### src/rtl/eeprom_initiator.sv
// Initiator for the 24C64-class serial EEPROM: single-byte random write/read.
// Each bit slot is four quarters; line levels are registered per position.
module eeprom_initiator #(
  parameter int unsigned QUARTER  = 2,
  parameter logic [6:0]  DEV_ADDR = 7'h50
) (
  input  logic        clk,
  input  logic        reset,
  input  logic        clk_ce,
  input  logic        start,
  input  logic        rw,
  input  logic [12:0] mem_address,
  input  logic [7:0]  wdata,
  output logic [7:0]  rdata,
  output logic        busy,
  output logic        done,
  output logic        ack_error,
  output logic        scl,
  output logic        sda_out,
  input  logic        sda_in
);

  typedef enum logic [3:0] {
    IDLE, START, SEND_BYTE, GET_ACK, RESTART,
    RECV_BYTE, SEND_NACK, STOP, DONE
  } state_t;

  localparam logic [7:0] QLAST = 8'(QUARTER - 1);

  state_t      state_q, state_d;
  logic [1:0]  phase_q, phase_d;
  logic [7:0]  quarter_q, quarter_d;
  logic [2:0]  bit_q, bit_d;
  logic [2:0]  idx_q, idx_d;
  logic        rw_q, rw_d;
  logic [12:0] addr_q, addr_d;
  logic [7:0]  wdata_q, wdata_d;
  logic [7:0]  rx_q, rx_d;
  logic [7:0]  rdata_q, rdata_d;
  logic        busy_q, busy_d;
  logic        done_q, done_d;
  logic        ack_error_q, ack_error_d;
  logic        scl_q, scl_d;
  logic        sda_q, sda_d;

  logic        q_last;
  logic        slot_end;
  logic        samp_tick;
  logic [7:0]  tx_byte;

  always_comb begin
    state_d     = state_q;
    phase_d     = phase_q;
    quarter_d   = quarter_q;
    bit_d       = bit_q;
    idx_d       = idx_q;
    rw_d        = rw_q;
    addr_d      = addr_q;
    wdata_d     = wdata_q;
    rx_d        = rx_q;
    rdata_d     = rdata_q;
    busy_d      = busy_q;
    done_d      = done_q;
    ack_error_d = ack_error_q;
    scl_d       = scl_q;
    sda_d       = sda_q;
    q_last      = (quarter_q == QLAST);
    slot_end    = q_last && (phase_q == 2'd3);
    samp_tick   = q_last && (phase_q == 2'd2);
    tx_byte     = 8'h00;

    if (clk_ce) begin
      unique case (state_q)
        IDLE: begin
          if (start) begin
            rw_d        = rw;
            addr_d      = mem_address;
            wdata_d     = wdata;
            busy_d      = 1'b1;
            ack_error_d = 1'b0;
            phase_d     = 2'd0;
            quarter_d   = 8'd0;
            bit_d       = 3'd0;
            idx_d       = 3'd0;
            state_d     = START;
          end
        end
        DONE: begin
          done_d  = 1'b0;
          state_d = IDLE;
        end
        default: begin
          if (q_last) begin
            quarter_d = 8'd0;
            phase_d   = phase_q + 2'd1;
          end else begin
            quarter_d = quarter_q + 8'd1;
          end
          if (samp_tick && state_q == GET_ACK && sda_in)
            ack_error_d = 1'b1;
          if (samp_tick && state_q == RECV_BYTE)
            rx_d = {rx_q[6:0], sda_in};
          if (slot_end) begin
            unique case (state_q)
              START, RESTART: state_d = SEND_BYTE;
              SEND_BYTE: begin
                bit_d = bit_q + 3'd1;
                if (bit_q == 3'd7) state_d = GET_ACK;
              end
              GET_ACK: begin
                if (ack_error_q) begin
                  state_d = STOP;
                end else begin
                  unique case (idx_q)
                    3'd2: begin
                      if (rw_q) begin
                        state_d = RESTART;
                        idx_d   = 3'd4;
                      end else begin
                        state_d = SEND_BYTE;
                        idx_d   = 3'd3;
                      end
                    end
                    3'd3: state_d = STOP;
                    3'd4: state_d = RECV_BYTE;
                    default: begin
                      state_d = SEND_BYTE;
                      idx_d   = idx_q + 3'd1;
                    end
                  endcase
                end
              end
              RECV_BYTE: begin
                bit_d = bit_q + 3'd1;
                if (bit_q == 3'd7) state_d = SEND_NACK;
              end
              SEND_NACK: begin
                rdata_d = rx_q;
                state_d = STOP;
              end
              STOP: begin
                done_d  = 1'b1;
                busy_d  = 1'b0;
                state_d = DONE;
              end
              default: state_d = state_q;
            endcase
          end
        end
      endcase

      unique case (idx_d)
        3'd0:    tx_byte = {DEV_ADDR, 1'b0};
        3'd1:    tx_byte = {3'b000, addr_d[12:8]};
        3'd2:    tx_byte = addr_d[7:0];
        3'd3:    tx_byte = wdata_d;
        default: tx_byte = {DEV_ADDR, 1'b1};
      endcase

      // Line levels follow the position being entered on this tick.
      unique case (state_d)
        START, RESTART: begin
          scl_d = ~phase_d[1];
          sda_d = (phase_d == 2'd0);
        end
        SEND_BYTE: begin
          scl_d = phase_d[1] ^ phase_d[0];
          sda_d = tx_byte[~bit_d];
        end
        GET_ACK, RECV_BYTE, SEND_NACK: begin
          scl_d = phase_d[1] ^ phase_d[0];
          sda_d = 1'b1;
        end
        STOP: begin
          scl_d = (phase_d != 2'd0);
          sda_d = phase_d[1];
        end
        default: begin
          scl_d = 1'b1;
          sda_d = 1'b1;
        end
      endcase
    end
  end

  always_ff @(posedge clk or posedge reset) begin
    if (reset) begin
      state_q     <= IDLE;
      phase_q     <= 2'd0;
      quarter_q   <= 8'd0;
      bit_q       <= 3'd0;
      idx_q       <= 3'd0;
      rw_q        <= 1'b0;
      addr_q      <= 13'd0;
      wdata_q     <= 8'd0;
      rx_q        <= 8'd0;
      rdata_q     <= 8'd0;
      busy_q      <= 1'b0;
      done_q      <= 1'b0;
      ack_error_q <= 1'b0;
      scl_q       <= 1'b1;
      sda_q       <= 1'b1;
    end else begin
      state_q     <= state_d;
      phase_q     <= phase_d;
      quarter_q   <= quarter_d;
      bit_q       <= bit_d;
      idx_q       <= idx_d;
      rw_q        <= rw_d;
      addr_q      <= addr_d;
      wdata_q     <= wdata_d;
      rx_q        <= rx_d;
      rdata_q     <= rdata_d;
      busy_q      <= busy_d;
      done_q      <= done_d;
      ack_error_q <= ack_error_d;
      scl_q       <= scl_d;
      sda_q       <= sda_d;
    end
  end

  assign rdata     = rdata_q;
  assign busy      = busy_q;
  assign done      = done_q;
  assign ack_error = ack_error_q;
  assign scl       = scl_q;
  assign sda_out   = sda_q;

endmodule

### config.mk
export PLATFORM = sky130hd
export DESIGN_NAME = eeprom_initiator
export DESIGN_NICKNAME = d
export VERILOG_FILES = /design/src/rtl/eeprom_initiator.sv
export SDC_FILE = /design/constraint.sdc
export NUM_CORES = 1
export LEC_CHECK = 0
export BUFFER_PORTS_ARGS = -buffer_cell sky130_fd_sc_hd__buf_4
export CORE_AREA = 8 8 120 122
export CTS_CLUSTER_DIAMETER = 50
export DETAILED_ROUTE_END_ITERATION = 10
export DIE_AREA = 0 0 128 130
export PLACE_DENSITY = 0.46
export SETUP_SLACK_MARGIN = 0.5
export SLEW_MARGIN = 10
export SYNTH_ARGS = -nofsm -noshare
export SYNTH_HDL_FRONTEND = slang
export SYNTH_SLANG_ARGS = --single-unit
### constraint.sdc
create_clock -name clk -period 3.3 [get_ports clk]
set_input_delay 0.165 -clock clk [delete_from_list [all_inputs] [get_ports clk]]
set_output_delay 0.165 -clock clk [all_outputs]
set_load 0.05 [all_outputs]
; ---- Yosys cells after proc, flatten, opt, wreduce, memory -nomap -nowiden
; Index checks and enable logic that the tools add are counted.
[classes]
add_sub_neg = 4
order_cmp = 1
eq_ne = 26
mux = 50
bitwise = 6
n_reduce_logical = 27
[op_table]
columns = operator, n
row1 = $mux W8, 5
row2 = $mux W3, 11
row3 = $eq A4 B3 Y1 const B, 8
row4 = $pmux W8 S4, 1
row5 = $mux W13, 2
row6 = $mux W4, 6
row7 = $pmux W4 S6, 1
row8 = $pmux W3 S2, 3
row9 = $eq A4 B2 Y1 const B, 4
row10 = $pmux W8 S2, 1
row11 = $eq A3 B2 Y1 const B, 4
row12 = $pmux W4 S3, 1
row13 = $reduce_and A4 Y1, 3
row14 = $reduce_bool A2 Y1, 6
row15 = $reduce_or A2 Y1, 5
row16 = $reduce_and A3 Y1, 3
row17 = $add A8 B1 Y8 const B, 1
row18 = $eq A4 B1 Y1 const B, 2
row19 = $eq A8 B1 Y1 const B, 1
row20 = $mux W1, 8
row21 = $pmux W4 S2, 1
row22 = $add A3 B1 Y3 const B, 2
row23 = $eq A3 B3 Y1 const B, 2
row24 = $mux W2, 3
row25 = other kinds (19), 30
[word_totals]
reg_bits = 63
in_bits = 27

; ---- Logic depth before layout (Yosys ltp)
; Gate-level depths: netlist (run 1).
[depth]
ltp_word = 14
mapped_depth = 13
ltp_nobuf = 11

; ---- Worst setup path before layout (run 1)
; No wires, ideal clock.
[synth_timing]
path_type = flip-flop to flip-flop
from = register quarter_q[1]
to = register sda_q, in the netlist sda_out
setup_time_ns = 0.088
arrival_ns = 2.937
required_ns = 3.212
setup_slack_ns = 0.275
stages_incl_launch_ff = 12
path_buffers = 0
synth_period_minus_slack_ns = 3.025
cell_sequence = dfrtp_1 inv_1 ha_1 or4b_4 a2111oi_4 mux2i_1 mux2i_1 o21ai_1 a211oi_2 a21oi_1 a2111oi_4 a211oi_2
[synth_via]
elab_chain_cells = 11
elab_cells_between_ends = 30
classes_between = eq/ne: 8 / mux: 17 / bitwise: 1 / reduce/logical: 4
[synth_lines]
columns = item, line_no
row1 = from (decl), 32  ; logic [7:0] quarter_q, quarter_d;
row2 = from (signal assigned), 206  ; quarter_q <= quarter_d;
row3 = $eq A8 B1 Y1 (*), 67  ; q_last = (quarter_q == QLAST);
row4 = $logic_and A1 B1 Y1, 68  ; slot_end = q_last && (phase_q == 2'd3);
row5 = $mux W3, 103  ; if (slot_end) begin
row6 = $pmux W3 S2, 73  ; unique case (state_q)
row7 = $mux W3, 72  ; if (clk_ce) begin
row8 = "$eq A3 B2 Y1, or another cell as far along", 152  ; unique case (idx_d)
row9 = $pmux W8 S4, 152
row10 = $mux W8, 72
row11 = $bmux W1 S3, 168  ; sda_d = tx_byte[~bit_d];
row12 = $mux W1 (not written as such), 168
row13 = $pmux W1 S3 (*), 161  ; unique case (state_d)
row14 = to (signal assigned), 202  ; sda_q <= 1'b1;
row15 = to (signal assigned), 218  ; sda_q <= sda_d;
row16 = to (decl), 44  ; logic sda_q, sda_d;
; Mark *: on every way between the ends. The rest lies on a longest branch, timed or not. The select of a mux whose other input is x is not followed.
; A chain may end at the register's enable or synchronous reset.

; ---- Worst setup path in the final report (run 1)
; Ends and elaborated chain as after synthesis.

==> results of run 1 <==
==> critical path: stages, from the launching register on <==
cell,delay [ns]
dfrtp_1,0.39
inv_2,0.08
ha_4,0.12
or4b_4,0.48
buf_4,0.16
nor3_1,0.26
a311oi_1,0.15
a211o_1,0.33
buf_4,0.16
nand2_1,0.04
o21ai_0,0.11
a21oi_2,0.27
nor2_1,0.08
a211oi_2,0.17
==> path summary, 6_finish.rpt <==
path,end,slack (ns)
setup / recovery,sda_out$_DFFE_PP1P_,0.42
hold / removal,addr_q[2]$_DFFE_PP0P_,0.07
setup reg to reg,sda_out$_DFFE_PP1P_,0.42
hold reg to reg,scl$_DFFE_PP1P_,0.50
max in group asynchronous,scl$_DFFE_PP1P_,2.02
min in group asynchronous,wdata_q[4]$_DFFE_PP0P_,0.48
==> layer usage <==
layer | global-route usage | vias up | share of wire
li1 | - | 1460 | -
met1 | 0.159 | 1495 | 0.46
met2 | 0.192 | 68 | 0.48
met3 | 0.0253 | 13 | 0.044
met4 | 0.0510 | 0 | 0.016
met5 | 0 | - | 0
==> through the flow <==
step / cells / power, W / cell area [sq um]
3_3_place_gp: 573 / 0.00267 / 4280
3_5_place_dp: 573 / 0.00269 / 4280
5_1_grt: 606 / 0.00401 / 4780
2_1_floorplan: 360 / 0.00229 / 3720
6_report: 606 / 0.00375 / 4780
4_1_cts: 600 / 0.00365 / 4660
==> state kept, by name, summed over array words and instances, names as in the netlist <==
signal / cells
ack_error: 1
addr_q: 13
bit_q: 3
busy: 1
done: 1
idx_q: 3
phase_q: 2
quarter_q: 8
rdata: 8
rw_q: 1
rx_q: 8
scl: 1
sda_out: 1
state_q: 4
wdata_q: 8
==> final cells by class <==
type | instances | area (sq um)
clock buffers | 13 | 260
clock inverters | 3 | 17.5
fillers | 1263 | 7630
inverters | 10 | 37.5
multi-input cells | 272 | 2110
flip-flops and latches | 63 | 1580
well taps | 172 | 215
repair buffers | 73 | 554
==> cells in the final DEF (no fill, tap or decap), drive strengths merged, types with 4 or more instances in the layout <==
cell / instances
buf: 72
dfrtp: 61
mux2: 48
nand2: 32
nor2: 30
o21ai: 21
a21oi: 18
clkbuf: 13
ha: 11
nor3: 10
inv: 10
nand2b: 8
mux2i: 7
nand4: 6
or3: 5
a2111oi: 5
nor2b: 4
a21o: 4
o31a: 4
and2: 4
o22ai: 4
==> logic make-up after synthesis <==
| group | count (synthesis) | share of synthesized area |
|---|---|---|
| AND/OR/NAND/NOR | 115 | 0.158 |
| AO/OA/AOI/OAI | 87 | 0.174 |
| flip-flops | 63 | 0.429 |
| multiplexers | 55 | 0.166 |
| buffers and inverters | 25 | 0.0258 |
| adder cells (fa/ha/maj) | 11 | 0.0374 |
| XOR/XNOR | 4 | 0.00952 |
==> power by group <==
group | switching, W | internal (W) | leakage [nW] | total [W]
clock network | 0.000333 | 0.000547 | 0.136 | 0.000880
logic | 0.000886 | 0.000781 | 1.18 | 0.00167
registers | 0.000199 | 0.00100 | 0.807 | 0.00120
==> what timing repair did <==
action | 4_1_cts | 5_1_grt
endpoints found under the hold margin | 24 | 0
hold buffers | 1 | 0
pin swaps | 6 | 8
endpoints found under the setup margin | 1 | 2
buffers inserted | 10 | 6
resized for setup | 6 | 22
==> results.md, run 1 <==
- Total number of vias: approximately 3k
- Minimum clock period: slightly below 3 ns
- Synth top area share: 0.415
- Max Slew Vio Count: 0
- Post-route setup TNS: 0 ns
- PD cells: 784 mW/mm^2
- 1st-iter DRT viols: around 140
- Req. time, crit path: ~3.6 ns
- Die Height: 130 microns
- Ant. Diodes: 0
- Most common cell in the netlist: dfrtp_1
- Largest cells by area after synthesis: dfrtp_1 41%, mux2_2 14%, ha_1 3.7%
- WP data arrival: 3.13 ns
- Die W: 128 microns
- Place WS: 0.190 ns
- Number of buffers created by CTS: 9
- Worst setup margin: around 0.42 ns
- Wire length per cell: between 15 and 20 microns
- H-tree depth: 3
- Ys async rst share: 1.00
- Post-synth EDFFs: 0
- Layout cells sized above 1: 0.392
- Top-Level Pins: 40
- Vias/cell: roughly 5.0
- Startpoint Class: flop
- Synthesis-stage register bit count: between 60 and 70
- Hold Path Cell Cnt: 2
- Synth Warn #: 0
- Nets: 467
- Final Skew: 0.00932 ns
- Achievable frequency: between 300 and 400 MHz
- Yosys top cell by area: dfrtp_1
- Crit. End Element: flop
- First-pass GRT wire length: about 16000 microns
- Hold Vio Cnt, Final: 0
- Max-Cap Viols: 0
- Maximum clock path buffer count: 2
- Max FO, Critical Path: 3
- Initial Util: 0.297
- Die area: around 0.017 sq mm
- Pleak: approximately 2.1 nW
- Clk slew on worst S/H paths: ~0.060 ns
- Util after Layout: 0.385
- CTS tree: yes
- CP startpoint: quarter_q[1]$_DFFE_PP0P_
- Std-Cell Rows: 41
- Grt total ovfl: 0
- GRT Total Usage: 0.122
- GPL Wtd Cong: between 0.8 and 0.9
- Setup-failing EPs final: 0
- Sequential share of the synthesized area: 0.429
- Post-Syn Nets: 398
- Layout area overhead: 29.9%
- Sinks on Clock Net: 63
- Detailed Route WL: ~9900 microns
- VDD IR-drop max: 247 uV
- Ys flop type: dfrtp_1
- Slew margin rel.: 0.546
- Pin count of the biggest net entering global routing: 28
- Min-Delay Path Class: input port to flop
- Worst-Skew Late Latency: around 0.33 ns
- Worst Tran Pin Value: ~0.67 ns
- Post-DRT Antenna Nets: 0
- Remaining DRCs: 0
- Cell Area, Synth: 0.00368 sq mm
- Final hold slack: 0.0705 ns
- Drt pass-1 iters: 4
- Clk root buf: clkbuf_16
- RSZ-0062 raised after global routing: true
- Hold wc startpoint: mem_address[2]
- Commonest cells in the netlist: 61 x dfrtp_1, 47 x mux2_2, 32 x nand2_1, 29 x nor2_1, 20 x o21ai_0
- Cells on worst reg2reg path: 13
- Final period utilization: 0.873
- Crit path kind: flop to flop
- Antenna violations before repair: 0
- Status: finished clean
- Syn_area_per_cell: between 10 and 15 sq um
- Mapped Cells: 360
- Vias in the first global route: 3059
- Post-DP HPWL: slightly above 7000 microns
- Core Box Area: between 0.01 and 0.015 sq mm
- Reg2reg start: quarter_q[1]$_DFFE_PP0P_
- IO buf count: 39
- Synth cell types: 64
(Power assumes the default switching activity.)
==> run 2: changes to the inputs <==
- CORE_AREA: 8 8 120 122 -> 8 8 99 101
- DIE_AREA: 0 0 128 130 -> 0 0 107 109
- PLACE_DENSITY: 0.46 -> 0.64
- SETUP_SLACK_MARGIN: 0.5 -> 0.2
==> results.md, run 2 (synthesis results as in run 1) <==
- Initial Util: 0.439
- Combined flip-flop and latch cell area: about 0.0016 sq mm
- PD cells: around 800 mW/mm^2
- Most common cell after layout, fill and taps aside: buf_4
- Maximum clock path buffer count: 2
- Ant. Diodes: 0
- Number of buffers created by CTS: 9
- Util after Layout: 0.545
- CP top delay family: compound AO/OA/AOI/OAI gates
- 1st-iter DRT viols: between 100 and 150
- Hold Vio Cnt, Final: 0
- Core Box Area: about 0.0084 sq mm
- GPL Wtd Cong: between 0.8 and 0.9
- Post-DRT Antenna Nets: 0
- Clk root buf: clkbuf_8
- First-pass GRT wire length: about 15000 microns
- Setup-failing EPs final: 0
- VDD IR-drop max: just over 400 uV
- Slew margin rel.: 0.384
- Multi-input gate area: 0.00208 sq mm
- H-tree depth: 3
- Crit path cell chain: inv_2 -> ha_2 -> or4b_4 -> a2111oi_4 -> mux2i_2 -> buf_4 -> o2111ai_1 -> a211oi_2 -> a21oi_2 -> a2111oi_4 -> a211oi_2
- Clk slew on worst S/H paths: ~0.080 ns
- Max Slew Vio Count: 0
- Slowest stage delay, CP: roughly 0.5 ns
- Final Skew: between 0.007 and 0.008 ns
- Startpoint Class: flop
- Total number of vias: between 2k and 3k
- Share of total power in the clock network: 0.217
- Die W: roughly 110 microns
- Worst setup margin: ~0.34 ns
- Most frequent cells in the layout: 68 x buf_4, 60 x dfrtp_1, 46 x mux2_2, 31 x nand2_1, 28 x nor2_1
- Final hold slack: between 0.03 and 0.04 ns
- Drt pass-1 iters: 4
- Crit path buf inv count: 2
- IO buf count: 39
- Max reg flops: 13
- Achievable frequency: about 340 MHz
- Req. time, crit path: roughly 3.6 ns
- Pleak: about 2.1 nW
- Final period utilization: 0.897
- Std-Cell Rows: 34
- Die Height: roughly 110 microns
- Worst-Skew Late Latency: roughly 0.34 ns
- Vias/cell: about 5.5
- Crit. End Element: flop
- Max FO, Critical Path: 3
- CTS tree: yes
- Share of total power in combinational logic: 0.446
- Post-route setup TNS: 0 ns
- Post-DP HPWL: 6330 microns
- Top-Level Pins: 40
- Status: finished clean
- GRT Total Usage: 0.157
- Final Cell Area: 0.00457 sq mm
- Layout cells sized above 1: 0.366
- Nets: between 400 and 500
- Seq pwr share: 0.337
- Antenna violations before repair: 0
- Top reg by flops: addr_q
- Minimum clock period: 2.96 ns
- Detailed Route WL: approximately 9000 microns
- Worst Tran Pin Value: roughly 0.9 ns
- Min-Delay Path Class: input port to asynchronous set/reset pin
- Sw frac: 0.384
- Layout area overhead: 24.1%
- Place WS: about 0.19 ns
- Switch Pwr: between 0.001 and 0.0015 W
- Crit path kind: flop to flop
- Post-Place Cell Area: around 0.0042 sq mm
- Cell internal pwr: roughly 0.0022 W
- Remaining DRCs: 0
- Post-CTS Hold Buffers: 0
- Max-Cap Viols: 0
- Slowest cell on the critical path: or4b_4
- WP data arrival: around 3.2 ns
- Wire length per cell: between 15 and 20 microns
- Sinks on Clock Net: 63
- FILL cells: approximately 720
- Die area: about 0.012 sq mm
- Pin count of the biggest net entering global routing: 45
- RSZ-0062 raised after global routing: false
- Grt total ovfl: 0
- Vias in the first global route: slightly below 3k
-- run 2: worst register-to-register path, delay by kind of cell, from the launching register on --
kind,cells,cell delay (ns)
AO/OA/AOI/OAI,6,1.22
AND/OR/NAND/NOR,1,0.50
flip-flops,1,0.41
multiplexers,1,0.35
buffers and inverters,2,0.24
adder cells (fa/ha/maj),1,0.16
-- run 2: layer usage --
| layer | track usage | vias to the layer above | share of wire |
|---|---|---|---|
| li1 | - | 1444 | - |
| met1 | 0.210 | 1454 | 0.49 |
| met2 | 0.239 | 56 | 0.46 |
| met3 | 0.0402 | 12 | 0.038 |
| met4 | 0.0623 | 0 | 0.017 |
| met5 | 0 | - | 0 |
-- run 2: area by class of cell --
class / count / share of cell area
well taps: 108 / 0.0296
multi-input cells: 272 / 0.454
clock inverters: 6 / 0.0203
clock buffers: 10 / 0.0301
inverters: 10 / 0.00821
flip-flops and latches: 63 / 0.346
repair buffers: 68 / 0.112
-- run 2: per-stage QoR --
stage / std cells / total power, W
after floorplan: 360 / 0.00226
after global placement: 509 / 0.00261
final: 537 / 0.00357
after detailed placement: 509 / 0.00264
after CTS: 525 / 0.00343
after global routing: 537 / 0.00383
-- run 2: power by group through the flow --
| stage | registers [W] | clock network [W] | logic [W] |
|---|---|---|---|
| global placement | 0.00121 | 0 | 0.00139 |
| global route | 0.00123 | 0.000836 | 0.00177 |
| finish | 0.00120 | 0.000774 | 0.00159 |
| floorplan | 0.00117 | 0 | 0.00109 |
| detailed placement | 0.00122 | 0 | 0.00142 |
| CTS | 0.00120 | 0.000797 | 0.00143 |
-- run 2: timing repair --
item / 4_1_cts / 5_1_grt
endpoints found under the setup margin: 1 / 1
pin swaps: 2 / 9
buffers inserted: 0 / 12
resized for setup: 2 / 17
-- run 2: final timing paths --
kind / from / to / slack [ns] / depth (start not counted)
min: reset / rdata[4]$_DFFE_PP0P_ / 0.03 / 2
max: quarter_q[1]$_DFFE_PP0P_ / sda_out$_DFFE_PP1P_ / 0.34 / 11
max reg2reg: quarter_q[1]$_DFFE_PP0P_ / sda_out$_DFFE_PP1P_ / 0.34 / 11
min in group clk: mem_address[10] / addr_q[10]$_DFFE_PP0P_ / 0.05 / 2
max in group asynchronous: reset / idx_q[0]$_DFFE_PP0P_ / 2.55 / 3
min reg2reg: rdata[3]$_DFFE_PP0P_ / rdata[3]$_DFFE_PP0P_ / 0.51 / 1
